**src/rtl/pc_fetch_ctrl_pkg.sv**
```systemverilog
// Shared definitions for the fetch-stage PC controller: reset vector default
// and the redirect FSM state encoding.
package pc_fetch_ctrl_pkg;

    localparam logic [31:0] PC_RESET_DEFAULT = 32'hBFC0_0000;
    localparam int          PC_W             = 32;

    typedef enum logic {
        NORM = 1'b0,
        PEND = 1'b1
    } fetch_state_e;

    // Sequential fetch increment; wraps modulo 2^32.
    function automatic logic [PC_W-1:0] pc_inc4(input logic [PC_W-1:0] pc);
        return pc + 32'd4;
    endfunction

endpackage

```
**src/rtl/pc_fetch_ctrl_flopenr.sv**
```systemverilog
// Enable flop with synchronous active-high reset to a parameterised value.
module pc_fetch_ctrl_flopenr #(
    parameter int          W       = 32,
    parameter logic [W-1:0] RST_VAL = '0
) (
    input  logic         clk,
    input  logic         rst,
    input  logic         en,
    input  logic [W-1:0] d,
    output logic [W-1:0] q
);

    // Reset wins over enable; otherwise load d when enabled.
    always_ff @(posedge clk) begin
        if (rst)     q <= RST_VAL;
        else if (en) q <= d;
    end

endmodule

```
**src/rtl/pc_fetch_ctrl.sv**
```systemverilog
// Fetch-stage PC register and next-PC selector with delay-slot redirects,
// buffering of redirects that arrive while the instruction port stalls fetch,
// and absolute-priority exception redirects.
// Optional branch statistics counters: define PC_FETCH_BRANCH_STAT_EN.
module pc_fetch_ctrl
    import pc_fetch_ctrl_pkg::*;
#(
    parameter logic [31:0] RESET_PC = PC_RESET_DEFAULT,
    parameter int          CNT_W    = 32
) (
    input  logic             clk,
    input  logic             rst,
    input  logic             stall_f,
    input  logic             stall_d,
    input  logic             flush_exc,
    input  logic [31:0]      exc_pc,
    input  logic             branch_d,
    input  logic             branch_taken_d,
    input  logic [31:0]      branch_target_d,
    input  logic             jump_d,
    input  logic [31:0]      jump_target_d,
    output logic [31:0]      pc_f,
    output logic [31:0]      pc_plus4_f,
    output logic             redirect_pend,
    output logic [CNT_W-1:0] br_total_cnt,
    output logic [CNT_W-1:0] br_taken_cnt
);

    fetch_state_e state_q, state_d;
    logic [31:0]  pc_q, pc_d;
    logic [31:0]  pend_tgt_q, pend_tgt_d;
    logic         pc_en, pend_en;
    logic         acc;
    logic [31:0]  tgt;

    // A jump outranks a conditional branch if both are flagged in D.
    assign acc = ~stall_d & ~flush_exc & (jump_d | (branch_d & branch_taken_d));
    assign tgt = jump_d ? jump_target_d : branch_target_d;

    // Next-PC priority: exception, buffered redirect, live redirect,
    // capture under stall, sequential, hold.
    always_comb begin
        state_d    = state_q;
        pc_en      = 1'b0;
        pc_d       = pc_inc4(pc_q);
        pend_en    = 1'b0;
        pend_tgt_d = tgt;
        if (flush_exc) begin
            pc_en   = 1'b1;
            pc_d    = exc_pc;
            state_d = NORM;
        end else if (state_q == PEND && !stall_f) begin
            // Any acc here is a protocol error and is dropped.
            pc_en   = 1'b1;
            pc_d    = pend_tgt_q;
            state_d = NORM;
        end else if (acc && !stall_f) begin
            pc_en   = 1'b1;
            pc_d    = tgt;
            state_d = NORM;
        end else if (acc && stall_f) begin
            // Latest accepted target wins while still stalled.
            pend_en = 1'b1;
            state_d = PEND;
        end else if (!stall_f) begin
            pc_en = 1'b1;
        end
    end

    // Redirect FSM state register.
    always_ff @(posedge clk) begin
        if (rst) state_q <= NORM;
        else     state_q <= state_d;
    end

    pc_fetch_ctrl_flopenr #(.W(32), .RST_VAL(RESET_PC)) u_pc_reg (
        .clk (clk),
        .rst (rst),
        .en  (pc_en),
        .d   (pc_d),
        .q   (pc_q)
    );

    pc_fetch_ctrl_flopenr #(.W(32), .RST_VAL(32'h0)) u_pend_tgt_reg (
        .clk (clk),
        .rst (rst),
        .en  (pend_en),
        .d   (pend_tgt_d),
        .q   (pend_tgt_q)
    );

    assign pc_f          = pc_q;
    assign pc_plus4_f    = pc_inc4(pc_q);
    assign redirect_pend = (state_q == PEND);

`ifdef PC_FETCH_BRANCH_STAT_EN
    logic [CNT_W-1:0] br_total_q, br_total_d;
    logic [CNT_W-1:0] br_taken_q, br_taken_d;
    logic             br_acc;

    // Count every conditional branch D hands over, and the taken subset.
    assign br_acc = ~stall_d & ~flush_exc & branch_d;

    always_comb begin
        br_total_d = br_total_q;
        br_taken_d = br_taken_q;
        if (br_acc) begin
            br_total_d = br_total_q + 1'b1;
            if (branch_taken_d) br_taken_d = br_taken_q + 1'b1;
        end
    end

    // Statistics counter registers; wrap naturally at 2^CNT_W.
    always_ff @(posedge clk) begin
        if (rst) begin
            br_total_q <= '0;
            br_taken_q <= '0;
        end else begin
            br_total_q <= br_total_d;
            br_taken_q <= br_taken_d;
        end
    end

    assign br_total_cnt = br_total_q;
    assign br_taken_cnt = br_taken_q;
`else
    assign br_total_cnt = '0;
    assign br_taken_cnt = '0;
`endif

endmodule
```
**config.mk**
```make
export PLATFORM = sky130hd
export DESIGN_NAME = pc_fetch_ctrl
export DESIGN_NICKNAME = d
export VERILOG_FILES = /design/src/rtl/pc_fetch_ctrl_pkg.sv /design/src/rtl/pc_fetch_ctrl_flopenr.sv /design/src/rtl/pc_fetch_ctrl.sv
export SDC_FILE = /design/constraint.sdc
export NUM_CORES = 1
export LEC_CHECK = 0
export ABC_AREA = 1
export BUFFER_PORTS_ARGS = -buffer_cell sky130_fd_sc_hd__clkbuf_2
export CAP_MARGIN = 15
export CORE_ASPECT_RATIO = 1.1
export CORE_MARGIN = 4
export CORE_UTILIZATION = 45
export CTS_CLUSTER_DIAMETER = 150
export DETAILED_ROUTE_END_ITERATION = 8
export PLACE_DENSITY = 0.78
export SETUP_SLACK_MARGIN = 0.02
export SKIP_LAST_GASP = 1
export SYNTH_ARGS = -nofsm -noshare
export SYNTH_HDL_FRONTEND = slang
export SYNTH_HIERARCHICAL = 1
export SYNTH_SLANG_ARGS = --single-unit
```
**constraint.sdc**
```tcl
create_clock -name clk -period 1.6 [get_ports clk]
set_clock_uncertainty 0.05 [all_clocks]
set_input_delay 0.4 -clock clk [delete_from_list [all_inputs] [get_ports clk]]
set_output_delay 0.4 -clock clk [all_outputs]
set_load 0.005 [all_outputs]
```
* Word-level counts from Yosys, hierarchy flattened
Index checks and enable logic that the tools add are counted.
** Word-level totals
- Bits of input ports :: 104
- Logic and storage cells :: 28
- Register bits after elaboration :: 65
** Cells by class
- Reduce and logical (&&, ||, !) cells :: 5
- Bitwise operators :: 6
- Muxes and demuxes :: 13
- Add/subtract/negate cells :: 1
** Operator list (number)
- two-way mux 32 bit :: 4
- adder 32 x 3 -> 32 bit (second input constant) :: 1
- two-way mux 1 bit :: 9
- OR reduction 4 bit :: 1
- AND 1 bit :: 3
- logical AND 1 bit :: 3
- NOT 1 bit :: 2
- logical NOT 1 bit :: 1
- OR 1 bit :: 1

* Longest topological paths before layout
- Word-level depth :: 8
- Gate-level depth with buffers :: 14
- Gate-level depth less buffers :: 14

* By module
The synthesis kept the hierarchy.
** By module, submodules not included
- pc_fetch_ctrl :: area an instance 3145.5 µm², instances 1, cells an instance 637
- pc_fetch_ctrl_flopenr at u_pend_tgt_reg :: area an instance 1338.8 µm², instances 1, cells an instance 203
- pc_fetch_ctrl_flopenr at u_pc_reg :: area an instance 1268.7 µm², instances 1, cells an instance 185

* Least setup slack after synthesis
No wires, ideal clock.
- Path type :: register to register
- Start :: register u_pc_reg.q[3]
- End :: register u_pc_reg.q[14]
- Arrival time :: 1506 ps
- Setup time :: 113 ps
- Cell stages (with the launch flop) :: 13
- Path buffers :: 0
- Setup slack :: -68 ps
- Period minus slack after synthesis :: 1668 ps
- Cell sequence :: dfxtp_1 > ha_1 > nand2_1 > nor2_2 > nand2_2 > o21ai_0 > nand3_1 > a21oi_1 > nor2_1 > inv_1 > nand2_1 > nand2_1 > nor2_1
** On the way
- Cells in the longest elaborated chain, start to end :: 4
** RTL lines
- start, declared :: RTL line pc_fetch_ctrl_flopenr.sv:10 : output logic [W-1:0] q
- start signal, assigned :: RTL line pc_fetch_ctrl_flopenr.sv:15 : if (rst) q <= RST_VAL;
- start signal, assigned :: RTL line pc_fetch_ctrl_flopenr.sv:16 : else if (en) q <= d;
- adder 32 x 3 -> 32 bit :: RTL line pc_fetch_ctrl_pkg.sv:15 : return pc + 32'd4;
- two-way mux 32 bit :: RTL line pc_fetch_ctrl.sv:57 : end else if (acc && !stall_f) begin
- two-way mux 32 bit :: RTL line pc_fetch_ctrl.sv:52 : end else if (state_q == PEND && !stall_f) begin
- two-way mux 32 bit :: RTL line pc_fetch_ctrl.sv:48 : if (flush_exc) begin
- net pc_d[14] :: RTL line pc_fetch_ctrl.sv:30 : logic [31:0] pc_q, pc_d;
The timed path passes the listed nets, and every way through them passes these cells.
A chain may end at the register's enable or synchronous reset.

* Worst setup path after layout
- Start :: register u_pc_reg.q[10]
- End :: output pc_plus4_f[31]
** On the way
- Cells in the longest elaborated chain, start to end :: 1
** RTL lines
- adder 32 x 3 -> 32 bit :: RTL line pc_fetch_ctrl_pkg.sv:15
- end, declared :: RTL line pc_fetch_ctrl.sv:23 : output logic [31:0] pc_plus4_f,
No other way between the ends.

==> metrics.md <==
| Metric | Value |
|---|---|
| Status | `finished, violations left` |
| Failing checks | `setup timing` |
| Latest clock arrival within the worst-skew pair | `0.33 ns` |
| Commonest non-fill, non-tap cell in the layout | `nand2_1` |
| Power per cell area | `665 nW/µm²` |
| CTS clk-pin slew, worst paths | `0.05 ns` |
| Htree depth | `3` |
| CP Class | `flip-flop to primary output` |
| Crit-path cells | `nand2_2 > nor2_1 > nand2_2 > nor2_8 > buf_12 > nand2_1 > nand2_2 > nand2_1 > clkbuf_2` |
| NumNets Final | `1382` |
| Total power | `5.41 mW` |
| Worst path required time | `1.15 ns` |
| Hold_buf cts | `0` |
| Area after DPL | `7110 µm²` |
| Mapped Area | `5750 µm²` |
| Core Box Area | `12600 µm²` |
| Root Driver | `clkbuf_16` |
| Fin worst setup slack | `-0.512 ns` |
| Antenna viol nets, final | `0` |
| TritonCTS buffer count | `9` |
| Leak | `4.70 nW` |
| Metal1 wirelength | `8350 µm` |
| Startpoint types | `flip-flop` |
| EDFF count, synth | `0` |
| Antenna cells | `0` |
| Max Transition Viols Final | `0` |
| Syn Area/Cell | `5.61 µm²` |
| Tightest Hold Check Type | `input pin to flip-flop` |
| Tcrit/Tclk final | `132%` |
| Setup violators final | `55` |
| Total grt overflow | `0` |
| Final instance area | `8130 µm²` |
| Met2 wire len | `9280 µm` |
| Post-route minimum period | `2.11 ns` |
| Unrepaired setup endpoints after global routing | `true` |
| Die Area | `14700 µm²` |
| GPL Wtd Cong | `0.923` |
| Filler cells | `1123` |
| WL/cell | `13.9 µm` |
| Hold Crit Depth | `2` |
| CP peak stage delay | `0.37 ns` |
| Share of layout cells above drive strength 1 | `35.9%` |
| Met3 wire len | `1760 µm` |
| Final Hold Vio Count | `0` |
| Worst path bufs/invs | `2` |
| Area grow syn2layout | `41.4%` |
| I/O pins | `233` |
| First-pass GRT wire length | `29300 µm` |
| Vias | `6945` |
| Post-layout util | `64.6%` |
| Cell family with most CP delay | `simple AND/OR/NAND/NOR gates` |
| Setup crit end kind | `primary output` |
| TritonRoute pass-1 iters | `5` |
| Port bufs | `168` |
| Synthesized instance count | `1025` |
| Sequential area share after synthesis | `22.6%` |
| CP max FO | `4` |
| Count of cell types in the netlist | `31` |
| Initial DRC Count | `547` |
| Clk sinks | `65` |
| Antenna violations before repair | `0` |
| VDD IR max | `0.432 mV` |
| Detailed placement HPWL | `14800 µm` |
| Largest net degree at the start of global routing | `50` |
| Register bit total from synthesis | `65` |
| Ys flop type | `dfxtp_1` |
| Critical Path AT | `1.66 ns` |
| Highest metal used | `met4` |
| Most frequent cells in the layout | `nand2_1, clkbuf_2, nor2_1` |
| Critical Path Most Common Cell | `nand2_2` |
| Asr flop ratio synth | `0%` |
| Core Rows | `43` |
| Total wire length | `20000 µm` |
| Clock Tree Buf Depth | `2` |
| Fmax | `473 MHz` |
| CTS tree | `yes` |
| DRC errors left | `0` |
| Die H | `127 µm` |
| Crit path max-delay cell type | `dfxtp_2` |
| Initial core utilization | `45.7%` |
| DR vias/cell | `4.83` |
| Max Cap Viol | `0` |
| Depth of the worst register-to-register path | `18` |
| CP Depth | `9` |
| Tot GR Track Use | `24.9%` |
| YS warnings | `6` |
| Vias in the first global route | `5938` |
| Die Width | `116 µm` |
path summary, 6_finish.rpt:
kind                                            from                    to  slack [ns]
worst max-delay path                  u_pc_reg/q[10]        pc_plus4_f[31]       -0.51
worst min-delay path                             rst         redirect_pend        0.25
worst max register to register        u_pc_reg/q[14]        u_pc_reg/q[30]       -0.47
worst min register to register  u_pend_tgt_reg/q[24]  u_pend_tgt_reg/q[24]        0.42
power by group:
part	total (mW)	internal, mW	switching, mW
Combinational	1.64	0.726	0.914
Clock	1.93	1.19	0.745
Sequential	1.83	1.73	0.102
registers in the layout (all words and copies together), names as in the netlist:
register,cells
redirect_pend,1
u_pc_reg/q,32
u_pend_tgt_reg/q,32
worst register-to-register path, delay by kind of cell, from the launching register on:
family,cells,cell delay (ns)
buffers and inverters,6,0.58
flip-flops,1,0.36
AO/OA/AOI/OAI,1,0.05
AND/OR/NAND/NOR,11,0.93
cell type report:
cell class / instances / area [µm²] / share of cell area [%]
clock buffer: 9 / 225 / 2.77
inverter: 126 / 475 / 5.85
clock inverter: 6 / 60.1 / 0.738
timing repair buffer: 287 / 1940 / 23.8
multi-input combinational: 788 / 3900 / 47.9
tap: 157 / 196 / 2.42
sequential: 65 / 1340 / 16.5
stage by stage:
| step | worst slack (ns) | hold WS [ns] | setup TNS, ns | cells |
|---|---|---|---|---|
| after floorplan | 0.0220 | 0.392 | 0 | 1088 |
| after CTS | -0.461 | 0.260 | -13.23 | 1422 |
| after global placement | -0.258 | 0.406 | -7.21 | 1397 |
| after detailed placement | -0.265 | 0.410 | -9.04 | 1397 |
| final | -0.512 | 0.253 | -15.48 | 1438 |
| after global routing | -0.579 | 0.270 | -20.47 | 1438 |
synth_stat cells (3+ instances only):
library cell  count  share of area [%]
a21oi_1          20                1.7
a21oi_2           9                1.4
a31oi_1          25                2.7
and2_1            5               0.54
buf_2            14                1.2
buf_4            75                9.8
buf_6            13                2.5
clkbuf_1          7               0.46
dfxtp_1          65                 23
inv_1           121                7.9
inv_2             5               0.33
nand2_1         384                 25
nand2_2           4               0.43
nand3_1          41                3.6
nand3_2           3               0.52
nand3b_1          3               0.39
nor2_1          172                 11
nor2_2            4               0.43
nor2_4            4               0.78
nor2_8            3                1.0
o21ai_0          20                1.7
o21ai_1          12                1.0
or2_2             3               0.33
xor2_1            6               0.91
kinds of logic after synthesis:
group	after synthesis	share of synthesized area [%]
AO/OA/AOI/OAI	87	8.76
XOR/XNOR	7	1.07
adder cells (fa/ha/maj)	1	0.217
buffers and inverters	235	22.2
flip-flops	65	22.6
multiplexers	1	0.174
other	1	0.0652
AND/OR/NAND/NOR	628	44.9
timing repair:
item                                    4_1_cts  5_1_grt
gates cloned                                  0        0
setup buffers                                10       16
endpoints found under the setup margin       56       58
gates resized for setup                      53      108
pin swaps                                    18       35
per-layer routing:
metal	GRT usage, %	vias to the layer above
met3	3.58	48
met2	39.4	358
li1	-	3472
met5	0	-
met4	8.26	0
met1	34.6	3067
No activity file was read; power rests on OpenSTA's default activity.
